<file path="config.mk">
export PLATFORM = sky130hd
export DESIGN_NAME = hazard_ctrl_param
export DESIGN_NICKNAME = d
export VERILOG_FILES = /design/src/rtl/hazard_ctrl_param.sv
export SDC_FILE = /design/constraint.sdc
export NUM_CORES = 1
export LEC_CHECK = 0
export ABC_CLOCK_PERIOD_IN_PS = 5900
export BUFFER_PORTS_ARGS = -buffer_cell sky130_fd_sc_hd__buf_2
export CORE_MARGIN = 2
export CORE_UTILIZATION = 53
export CTS_CLUSTER_SIZE = 28
export DETAILED_ROUTE_END_ITERATION = 8
export GPL_TIMING_DRIVEN = 0
export PLACE_DENSITY = 0.82
export SLEW_MARGIN = 15
export SYNTH_ARGS = -nofsm -noshare
export SYNTH_HDL_FRONTEND = slang
export SYNTH_SLANG_ARGS = --single-unit
</file>
<file path="constraint.sdc">
create_clock -name clk -period 5.9 [get_ports clk]
set_input_delay 0.295 -clock clk [delete_from_list [all_inputs] [get_ports clk]]
set_output_delay 0.295 -clock clk [all_outputs]
set_load 0.005 [all_outputs]
</file>
<file path="src/rtl/hazard_ctrl_param.sv">
// Hazard controller for the 5-stage MIPS pipeline: operand forwarding selects, per-stage
// stall/flush vectors, replay of exceptions raised during cache activity, perf counters.
module hazard_ctrl_param #(
  parameter int REG_W   = 7,
  parameter int MD_TAIL = 2,
  parameter int PERF_W  = 32
) (
  input  logic              clk,
  input  logic              rst,
  input  logic              exc_req,
  input  logic              if_busy,
  input  logic              mem_busy,
  input  logic              alu_busy,
  input  logic              alu_done,
  input  logic              branch_d,
  input  logic [REG_W-1:0]  rs_d,
  input  logic [REG_W-1:0]  rt_d,
  input  logic [REG_W-1:0]  rs_e,
  input  logic [REG_W-1:0]  rt_e,
  input  logic [REG_W-1:0]  wr_e,
  input  logic [REG_W-1:0]  wr_m,
  input  logic [REG_W-1:0]  wr_w,
  input  logic              regwr_e,
  input  logic              regwr_m,
  input  logic              regwr_w,
  input  logic              memrd_m,
  input  logic              memtoreg_m,
  input  logic              cp0wr_e,
  input  logic              cp0wr_m,
  input  logic              cp0wr_w,
  output logic [4:0]        stall,
  output logic [3:0]        flush,
  output logic [1:0]        fwd_a_d,
  output logic [1:0]        fwd_b_d,
  output logic [1:0]        fwd_a_e,
  output logic [1:0]        fwd_b_e,
  output logic [3:0]        state,
  output logic [PERF_W-1:0] stall_cnt,
  output logic [PERF_W-1:0] flush_cnt
);

  localparam logic [3:0] S_RUN       = 4'b0000;
  localparam logic [3:0] S_EXC_FLUSH = 4'b0001;
  localparam logic [3:0] S_ALU_WAIT  = 4'b0011;
  localparam logic [3:0] S_LOAD_USE  = 4'b0100;
  localparam logic [3:0] S_CP0_M     = 4'b1000;
  localparam logic [3:0] S_MD_TAIL   = 4'b1001;
  localparam logic [3:0] S_BR_EX     = 4'b1010;
  localparam logic [3:0] S_CP0_E     = 4'b1011;
  localparam logic [3:0] S_IF_WAIT   = 4'b1100;
  localparam logic [3:0] S_MEM_WAIT  = 4'b1101;
  localparam logic [3:0] S_EXC_HOLD  = 4'b1110;
  localparam logic [3:0] S_CP0_W     = 4'b1111;
  localparam int TW = (MD_TAIL > 0) ? $clog2(MD_TAIL + 1) : 1;

  logic [3:0]        r_state;
  logic [3:0]        w_next_state;
  logic              r_exc_pend;
  logic [TW-1:0]     r_tail_cnt;
  logic [PERF_W-1:0] r_stall_cnt;
  logic [PERF_W-1:0] r_flush_cnt;
  logic              w_exc;
  logic              w_load_use;
  logic              w_br_ex;
  logic              w_tail_load;

  function automatic logic [1:0] fwd_sel(
    input logic [REG_W-1:0] src,
    input logic             rw_m,
    input logic             m2r_m,
    input logic [REG_W-1:0] w_m,
    input logic             rw_w,
    input logic [REG_W-1:0] w_w
  );
    logic [1:0] sel;
    if (src == '0)
      sel = 2'b00;
    else if (rw_m && !m2r_m && (w_m == src))
      sel = 2'b10;
    else if (rw_w && (w_w == src))
      sel = 2'b01;
    else
      sel = 2'b00;
    return sel;
  endfunction

  assign fwd_a_d = rst ? fwd_sel(rs_d, regwr_m, memtoreg_m, wr_m, regwr_w, wr_w) : 2'b00;
  assign fwd_b_d = rst ? fwd_sel(rt_d, regwr_m, memtoreg_m, wr_m, regwr_w, wr_w) : 2'b00;
  assign fwd_a_e = rst ? fwd_sel(rs_e, regwr_m, memtoreg_m, wr_m, regwr_w, wr_w) : 2'b00;
  assign fwd_b_e = rst ? fwd_sel(rt_e, regwr_m, memtoreg_m, wr_m, regwr_w, wr_w) : 2'b00;

  assign w_exc      = exc_req | r_exc_pend;
  assign w_load_use = memrd_m && regwr_m && (wr_m != '0) &&
                      ((wr_m == rs_e) || (wr_m == rt_e) ||
                       (branch_d && ((wr_m == rs_d) || (wr_m == rt_d))));
  assign w_br_ex    = branch_d && regwr_e && (wr_e != '0) && ((wr_e == rs_d) || (wr_e == rt_d));
  // Tail starts when mul/div leaves ALU_WAIT normally; an exception cancels it instead.
  assign w_tail_load = (r_state == S_ALU_WAIT) && (w_next_state != S_ALU_WAIT) &&
                       (w_next_state != S_EXC_HOLD) && (w_next_state != S_EXC_FLUSH);
  assign state     = r_state;
  assign stall_cnt = r_stall_cnt;
  assign flush_cnt = r_flush_cnt;

  // State register
  always_ff @(posedge clk or negedge rst) begin
    if (!rst)
      r_state <= S_RUN;
    else
      r_state <= w_next_state;
  end

  // Next-state priority decision
  always_comb begin
    w_next_state = S_RUN;
    if (w_exc && (if_busy || mem_busy))  w_next_state = S_EXC_HOLD;
    else if (w_exc)                      w_next_state = S_EXC_FLUSH;
    else if (cp0wr_w)                    w_next_state = S_CP0_W;
    else if (mem_busy)                   w_next_state = S_MEM_WAIT;
    else if (w_load_use)                 w_next_state = S_LOAD_USE;
    else if (alu_busy && !alu_done)      w_next_state = S_ALU_WAIT;
    else if (cp0wr_m)                    w_next_state = S_CP0_M;
    else if (r_tail_cnt != '0)           w_next_state = S_MD_TAIL;
    else if (if_busy)                    w_next_state = S_IF_WAIT;
    else if (w_br_ex)                    w_next_state = S_BR_EX;
    else if (cp0wr_e)                    w_next_state = S_CP0_E;
    else                                 w_next_state = S_RUN;
  end

  // Stall/flush pattern of the decided state, forced quiet while in reset
  always_comb begin
    stall = 5'b00000;
    flush = 4'b0000;
    if (!rst) begin
      stall = 5'b00000;
      flush = 4'b0000;
    end else begin
      case (w_next_state)
        S_EXC_HOLD:  begin stall = 5'b11111; flush = 4'b0000; end
        S_EXC_FLUSH: begin stall = 5'b11111; flush = 4'b1111; end
        S_CP0_W:     begin stall = 5'b11110; flush = 4'b0001; end
        S_MEM_WAIT:  begin stall = 5'b11111; flush = 4'b0001; end
        S_LOAD_USE:  begin stall = 5'b11100; flush = 4'b0010; end
        S_ALU_WAIT:  begin stall = 5'b11111; flush = 4'b0001; end
        S_CP0_M, S_MD_TAIL, S_IF_WAIT, S_BR_EX, S_CP0_E:
                     begin stall = 5'b11000; flush = 4'b0100; end
        default:     begin stall = 5'b00000; flush = 4'b0000; end
      endcase
    end
  end

  // Pending-exception latch and mul/div tail counter
  always_ff @(posedge clk or negedge rst) begin
    if (!rst) begin
      r_exc_pend <= 1'b0;
      r_tail_cnt <= '0;
    end else begin
      if (w_next_state == S_EXC_HOLD)
        r_exc_pend <= 1'b1;
      else if (w_next_state == S_EXC_FLUSH)
        r_exc_pend <= 1'b0;
      else
        r_exc_pend <= r_exc_pend;

      if (w_next_state == S_EXC_FLUSH)
        r_tail_cnt <= '0;
      else if (w_tail_load)
        r_tail_cnt <= TW'(MD_TAIL);
      else if (w_next_state == S_MD_TAIL)
        r_tail_cnt <= r_tail_cnt - TW'(1);
      else
        r_tail_cnt <= r_tail_cnt;
    end
  end

  // Saturating performance counters
  always_ff @(posedge clk or negedge rst) begin
    if (!rst) begin
      r_stall_cnt <= '0;
      r_flush_cnt <= '0;
    end else begin
      if (stall[4] && (r_stall_cnt != '1))
        r_stall_cnt <= r_stall_cnt + PERF_W'(1);
      else
        r_stall_cnt <= r_stall_cnt;
      if ((flush != 4'b0000) && (r_flush_cnt != '1))
        r_flush_cnt <= r_flush_cnt + PERF_W'(1);
      else
        r_flush_cnt <= r_flush_cnt;
    end
  end

endmodule

</file>
# Word level (Yosys, flattened, before mapping)
# Memory sizes are Yosys's and may differ from the RTL's.
# Cells that the tools add are included.
dict set report totals {
  register_bits 71
  mem_bits_ro 144
  inputBits 65
  out_inout_bits 85
  word_cells 103
  mem_count 1
}
# memory words width rd rd_ports_with_merged_regs write_ports line
set memory_table {}
lappend memory_table {{(no name shown)} 16 9 1 0 0 137} ;# case (w_next_state)
dict set report op_classes {
  n_addsub 3
  n_eq_ne 19
  muxes 34
  bitwise 1
  n_reduce_logical 40
}
# operator n
set op_table {}
lappend op_table {{equality test 7 bit} 10}
lappend op_table {{adder 32 x 1 -> 32 bit, second input constant} 2}
lappend op_table {{!= test 32 bit, second input constant} 2}
lappend op_table {{2-to-1 mux 4 bit} 12}
lappend op_table {{2-to-1 mux 2 bit} 15}
lappend op_table {{logical NOT 7 bit} 4}
lappend op_table {{logical AND 1 bit} 23}
lappend op_table {{nonzero test 7 bit} 2}
lappend op_table {{equality test 4 bit, second input constant} 2}
lappend op_table {{2-to-1 mux 1 bit} 6}
lappend op_table {{logical OR 1 bit} 5}
lappend op_table {{2-to-1 mux 5 bit} 1}
lappend op_table {{equality test 4 x 1 -> 1 bit, second input constant} 1}
lappend op_table {{equality test 4 x 2 -> 1 bit, second input constant} 1}
lappend op_table {{!= test 4 x 1 -> 1 bit, second input constant} 1}
lappend op_table {{!= test 4 x 2 -> 1 bit, second input constant} 1}
lappend op_table {{!= test 4 bit, second input constant} 1}
lappend op_table {{nonzero test 2 bit} 2}
lappend op_table {{nonzero test 4 bit} 1}
lappend op_table {{nonzero test 3 bit} 1}
lappend op_table {{logical NOT 1 bit} 2}
lappend op_table {{subtractor 2 x 1 -> 2 bit, second input constant} 1}
lappend op_table {{OR 1 bit} 1}

# Longest topological paths before layout
dict set report logic_depth {
  depth_word 19
  mapped_depth 17
  depth_no_buf 15
}

# Worst setup path after synthesis
# Ideal clock, no wire load.
dict set report synth_timing {
  path_kind {input -> register}
  start {input port wr_e[3]}
  end {register r_flush_cnt[14], in the netlist flush_cnt[14]}
  setup_ps 124
  arrival_ps 2993
  t_required_ps 5776
  path_slack_ps 2783
  cell_stages 14
  path_buffers 0
  cell_sequence {or4_1 > o211ai_2 > and2b_2 > nor2_1 > nor2_1 > nor2_1 > nor3_1 > o41a_1 > inv_1 > ha_1 > nand2b_1 > a21oi_2 > or4_4 > xnor2_2}
}
dict set report synth_between {
  elab_chain_cells 17
  word_cells_on_any_way 20
  classes_between {eq/ne (2); mux (11); reduce/logical (6); memory (1)}
}
# item line
set synth_lines {}
lappend synth_lines {{start: declaration} 20} ;# input logic [REG_W-1:0] wr_e,
lappend synth_lines {{equality test 7 bit or nonzero test 7 bit (tied branches)} 96} ;# assign w_br_ex = branch_d && regwr_e && (wr_e != '0) && ((wr_e == rs_d) || (wr_e == rt_d));
lappend synth_lines {{logical OR 1 bit or logical AND 1 bit (tied branches)} 96}
lappend synth_lines {{logical AND 1 bit *} 96}
lappend synth_lines {{2-to-1 mux 4 bit *} 124} ;# else if (w_br_ex) w_next_state = S_BR_EX;
lappend synth_lines {{2-to-1 mux 4 bit *} 123} ;# else if (if_busy) w_next_state = S_IF_WAIT;
lappend synth_lines {{2-to-1 mux 4 bit *} 122} ;# else if (r_tail_cnt != '0) w_next_state = S_MD_TAIL;
lappend synth_lines {{2-to-1 mux 4 bit *} 121} ;# else if (cp0wr_m) w_next_state = S_CP0_M;
lappend synth_lines {{2-to-1 mux 4 bit *} 120} ;# else if (alu_busy && !alu_done) w_next_state = S_ALU_WAIT;
lappend synth_lines {{[... 2 more ...]} n/a}
lappend synth_lines {{2-to-1 mux 4 bit *} 117} ;# else if (cp0wr_w) w_next_state = S_CP0_W;
lappend synth_lines {{2-to-1 mux 4 bit *} 116} ;# else if (w_exc) w_next_state = S_EXC_FLUSH;
lappend synth_lines {{2-to-1 mux 4 bit *} 115} ;# if (w_exc && (if_busy || mem_busy)) w_next_state = S_EXC_HOLD;
lappend synth_lines {{net w_next_state[1]} 57} ;# logic [3:0] w_next_state;
lappend synth_lines {{memory read (16 x 9 bit) *} n/a}
lappend synth_lines {{2-to-1 mux 4 bit *} 133} ;# if (!rst) begin
lappend synth_lines {{nonzero test 4 bit *} 185} ;# if ((flush != 4'b0000) && (r_flush_cnt != '1))
lappend synth_lines {{logical AND 1 bit *} 185}
lappend synth_lines {{end signal: assignment} 186} ;# r_flush_cnt <= r_flush_cnt + PERF_W'(1);
lappend synth_lines {{end signal: assignment} 188} ;# r_flush_cnt <= r_flush_cnt;
lappend synth_lines {{end: declaration} 61} ;# logic [PERF_W-1:0] r_flush_cnt;
# Mark *: on every way through the listed nets, which the timed path passes. The rest lies on a longest branch.
# A chain may end at the register's enable or synchronous reset.

# Final worst setup path
dict set report layout_timing {
  start {register r_tail_cnt[0]}
  end {output port stall[2]}
}
dict set report layout_between {
  elab_chain_cells 11
}
# item line
set layout_lines {}
lappend layout_lines {{start: declaration} 59} ;# logic [TW-1:0] r_tail_cnt;
lappend layout_lines {{start signal: assignment} 167} ;# r_tail_cnt <= TW'(MD_TAIL);
lappend layout_lines {{start signal: assignment} 169} ;# r_tail_cnt <= r_tail_cnt - TW'(1);
lappend layout_lines {{start signal: assignment} 171} ;# r_tail_cnt <= r_tail_cnt;
lappend layout_lines {{nonzero test 2 bit} 122}
lappend layout_lines {{2-to-1 mux 4 bit} 122}
lappend layout_lines {{2-to-1 mux 4 bit} 121}
lappend layout_lines {{2-to-1 mux 4 bit} 120}
lappend layout_lines {{2-to-1 mux 4 bit} 119} ;# else if (w_load_use) w_next_state = S_LOAD_USE;
lappend layout_lines {{2-to-1 mux 4 bit} 118} ;# else if (mem_busy) w_next_state = S_MEM_WAIT;
lappend layout_lines {{2-to-1 mux 4 bit} 117}
lappend layout_lines {{2-to-1 mux 4 bit} 116}
lappend layout_lines {{2-to-1 mux 4 bit} 115}
lappend layout_lines {{net w_next_state[1]} 57}
lappend layout_lines {{memory read (16 x 9 bit)} n/a}
lappend layout_lines {{2-to-1 mux 5 bit} 133}
lappend layout_lines {{end: declaration} 31} ;# output logic [4:0] stall,
# The timed path passes the listed nets, and every way through them passes these cells.

==> run summary <==
### Clock network
* Clk pin slew, worst setup/hold paths: 0.08 ns
* CTS root buf: sky130_fd_sc_hd__clkbuf_8
* H-tree level count: 3
* CTS tree: yes
* buffer depth of the longest clock path: 2
* number of sinks driven by the clock tree: 71
* Post-CTS Hold Fix Bufs: 1
* number of buffers inserted by post-CTS setup repair: 0
* PostCTS Resize Cnt: 0
* number of buffers created by CTS: 9
* clock insertion delay at the later pin of the skew report: 0.34 ns

### Drt
* via density per instance: 5.73
* total vias in the final route: 4484
* routed length on met2: 6530 um
* total met3 wirelength after detailed routing: 898 um
* wirelength, routed: 13200 um
* top layer in use: met4
* Remaining DRCs: 0
* total routed wire length on the met1 layer: 5490 um
* routed wirelength normalized by instance count: 16.8 um
* detailed router's first-iteration violation count: 229
* number of iterations in the first detailed-routing pass: 4
* Final ANT Viol Nets: 0

### Worst setup path
* Bufs and invs on worst path: 3
* Critical Path, Cell by Cell: inv_1 > ha_1 > or3b_1 > nor2_1 > nor2_1 > nor3_1 > o41a_1 > inv_1 > ha_1 > a221o_2 > and2_1 > nor2b_1 > buf_2
* type of origin of the critical path: flip-flop
* number of cells traversed by the worst register-to-register path: 14
* CP Class: reg2out
* endpoint of the lowest-slack register-to-register path: flush_cnt[28]
* CP max FO: 5
* arrival time of data at the critical path endpoint: 3.34 ns
* standard cell with the maximum stage delay on the critical path: sky130_fd_sc_hd__or3b_1
* endpoint kind of the worst setup timing path: output pin
* slack of the worst reg-to-reg path: 2.64 ns
* logic depth of the worst path, buffers included: 13
* Crit path required time: 5.61 ns
* worst stage delay on the critical path: 0.42 ns
* crit-path leading delay family: simple AND/OR/NAND/NOR gates
* startpoint of the most critical register-to-register path: r_tail_cnt[0]

### Finish
* P&R area growth vs syn: 21.2%
* share of cells above drive strength 1: 0.337
* most used cells in the layout excluding fill and tap cells: sky130_fd_sc_hd__buf_2, sky130_fd_sc_hd__xnor2_1, sky130_fd_sc_hd__dfrtp_1, sky130_fd_sc_hd__xor2_1, sky130_fd_sc_hd__nand2_1
* final design utilization: 0.658
* number of nets in the layout: 740
* most common cell after layout, fill and taps aside: sky130_fd_sc_hd__buf_2
* antenna fix cells: 0
* number of standard cells in the final layout excluding fillers: 782

### Yosys
* Async S/R FF share, synth: 1.00
* Synth Warn #: 0
* Post-Syn Instances: 513
* dominant combinational cell family by area after synthesis: simple AND/OR/NAND/NOR gates
* per-instance average area after synthesis: 9.73 um2
* number of synthesized register bits: 71
* Post-synth top flop: sky130_fd_sc_hd__dfrtp_1
* count of cell types in the netlist: 66
* compound-gate portion of the synthesized area: 0.0504
* proportion of synthesized chip area in sequential cells: 0.356
* share of synthesized cell area in full adder, half adder and majority cells: 0.0201
* Post-Synthesis Cell Area: 4990 um2
* xor/xnor cell area share of the yosys netlist: 0.233
* simple-gate share of the synthesized area: 0.298
* multiplexer share of the synthesized area: 0.00451
* syn_nets: 586
* number of enable flip-flop cells after synthesis: 0

### Power
* pwr/cell area: 216 nW/um2
* maximum vdd ir drop: 0.140 mV
* Static Leak: 0.00285 uW

### STA
* Period minus WS final: 3.63 ns
* Setup TNS: 0 ns
* Final Hold Slack: 0.345 ns
* final setup violation count: 0
* RSZ-0062 raised after global routing: false
* Post-Route Skew: 0.00933 ns
* worst-margin pin slew: 0.849 ns
* worst slew margin relative to its limit: 0.429
* fmax: 0.275 GHz
* Period Utilization, post-route: 0.616
* endpoints failing hold: 0
* count of pins over their slew limit: 0

### Die
* standard-cell rows: 35
* Core Area: 9200 um2
* initial core utilization: 0.543
* Die Span X: 101 um
* Top Ports: 150
* die footprint: 10200 um2
* vertical extent of the die: 101 um

### Global route
* largest net degree at the start of global routing: 62
* number of antenna violations at the first check in global routing: 0
* number of global-route vias before repair: 4511
* wire length of the first global-routing pass: 21300 um
* remaining global-route overflow: 0
* Total GRT Usage: 0.262

### Place
* quantity of I/O buffers inserted on ports: 141
* post-DP HPWL: 10200 um
* global placement routability congestion: 0.898
* cell total after placement: 766

### Run status
* outcome: complete, no violations

### Flow run
* number of maximum-capacitance constraint violations: 0

### Worst hold path
* path category of the worst min-delay check: in2async

==> power breakdown <==
part	leakage (uW)	switching, uW	internal (uW)
clock network	0.0000881	186	162
logic	0.00186	186	161
registers	0.000910	67.6	542
total	0.00285	440	865
==> state kept, by name (all words and copies together), names as in the netlist <==
| register | flops |
|---|---|
| r_tail_cnt | 2 |
| r_exc_pend | 1 |
| flush_cnt | 32 |
| state | 4 |
| stall_cnt | 32 |
==> metrics by stage <==
stage                     cell area, um2  setup WS (ns)  power, uW
after detailed placement            5860           2.32        964
after floorplan                     4990           2.78        799
after global routing                6050           2.07       1380
final                               6050           2.27       1300
after global placement              5830           2.38        943
after CTS                           6050           2.25       1310
==> cell type report <==
type	instances	area (um2)
tap	111	139
clock inverter	5	35.0
sequential	71	1780
timing repair buffer	143	746
multi-input combinational	410	3020
fill	796	3150
clock buffer	10	138
inverter	12	45.0
buffer	20	145
==> logic make-up (layout without fill, tap and decap cells) <==
logic type | Yosys count | after routing
and+or+nand+nor | 235 | 235
xor gates and xnor gates | 131 | 131
DFF | 71 | 71
AOI/OAI and AO/OA | 34 | 34
buffers and inverters | 32 | 190
adders and majority gates | 8 | 8
muxes | 2 | 2
==> per-layer routing <==
layer / track usage / vias up
met3: 0.0714 / 29
met2: 0.454 / 165
met4: 0.0884 / 0
met1: 0.313 / 2167
li1: - / 2123
met5: 0 / -
==> worst max path at each step <==
stage                        startpoint             to
after floorplan                 wr_e[3]  flush_cnt[14]
after global placement          wr_m[3]  flush_cnt[28]
after detailed placement        wr_e[3]  flush_cnt[28]
after CTS                 r_tail_cnt[0]       stall[2]
after global routing      r_tail_cnt[0]       stall[2]
final                     r_tail_cnt[0]       stall[2]
==> Yosys cell counts (all sizes together), types with 2 or more instances <==
master,count,area [um2]
xor2,58,508
and2,5,32.5
nor2,27,104
xnor2,73,654
nor3,25,155
a31oi,4,25.0
nor2b,3,18.8
o21ai,7,42.5
dfrtp,71,1780
nand2,47,181
buf,17,134
ha,8,100
nand2b,3,18.8
a2111oi,4,35.0
nor3b,3,43.8
o211ai,2,25.0
and3,11,68.8
and4,9,81.3
or2b,2,16.3
nor4b,3,45.0
nor4,22,194
nand3b,2,15.0
o22ai,2,12.5
or2,2,12.5
or3,4,30.0
inv,12,45.0
nand4,28,194
mux2,2,22.5
nand4b,2,17.5
clkbuf,3,11.3
and2b,2,16.3
a21oi,8,47.6
or4,5,41.3
nand3,27,165
No activity file was read; power rests on OpenSTA's default activity.
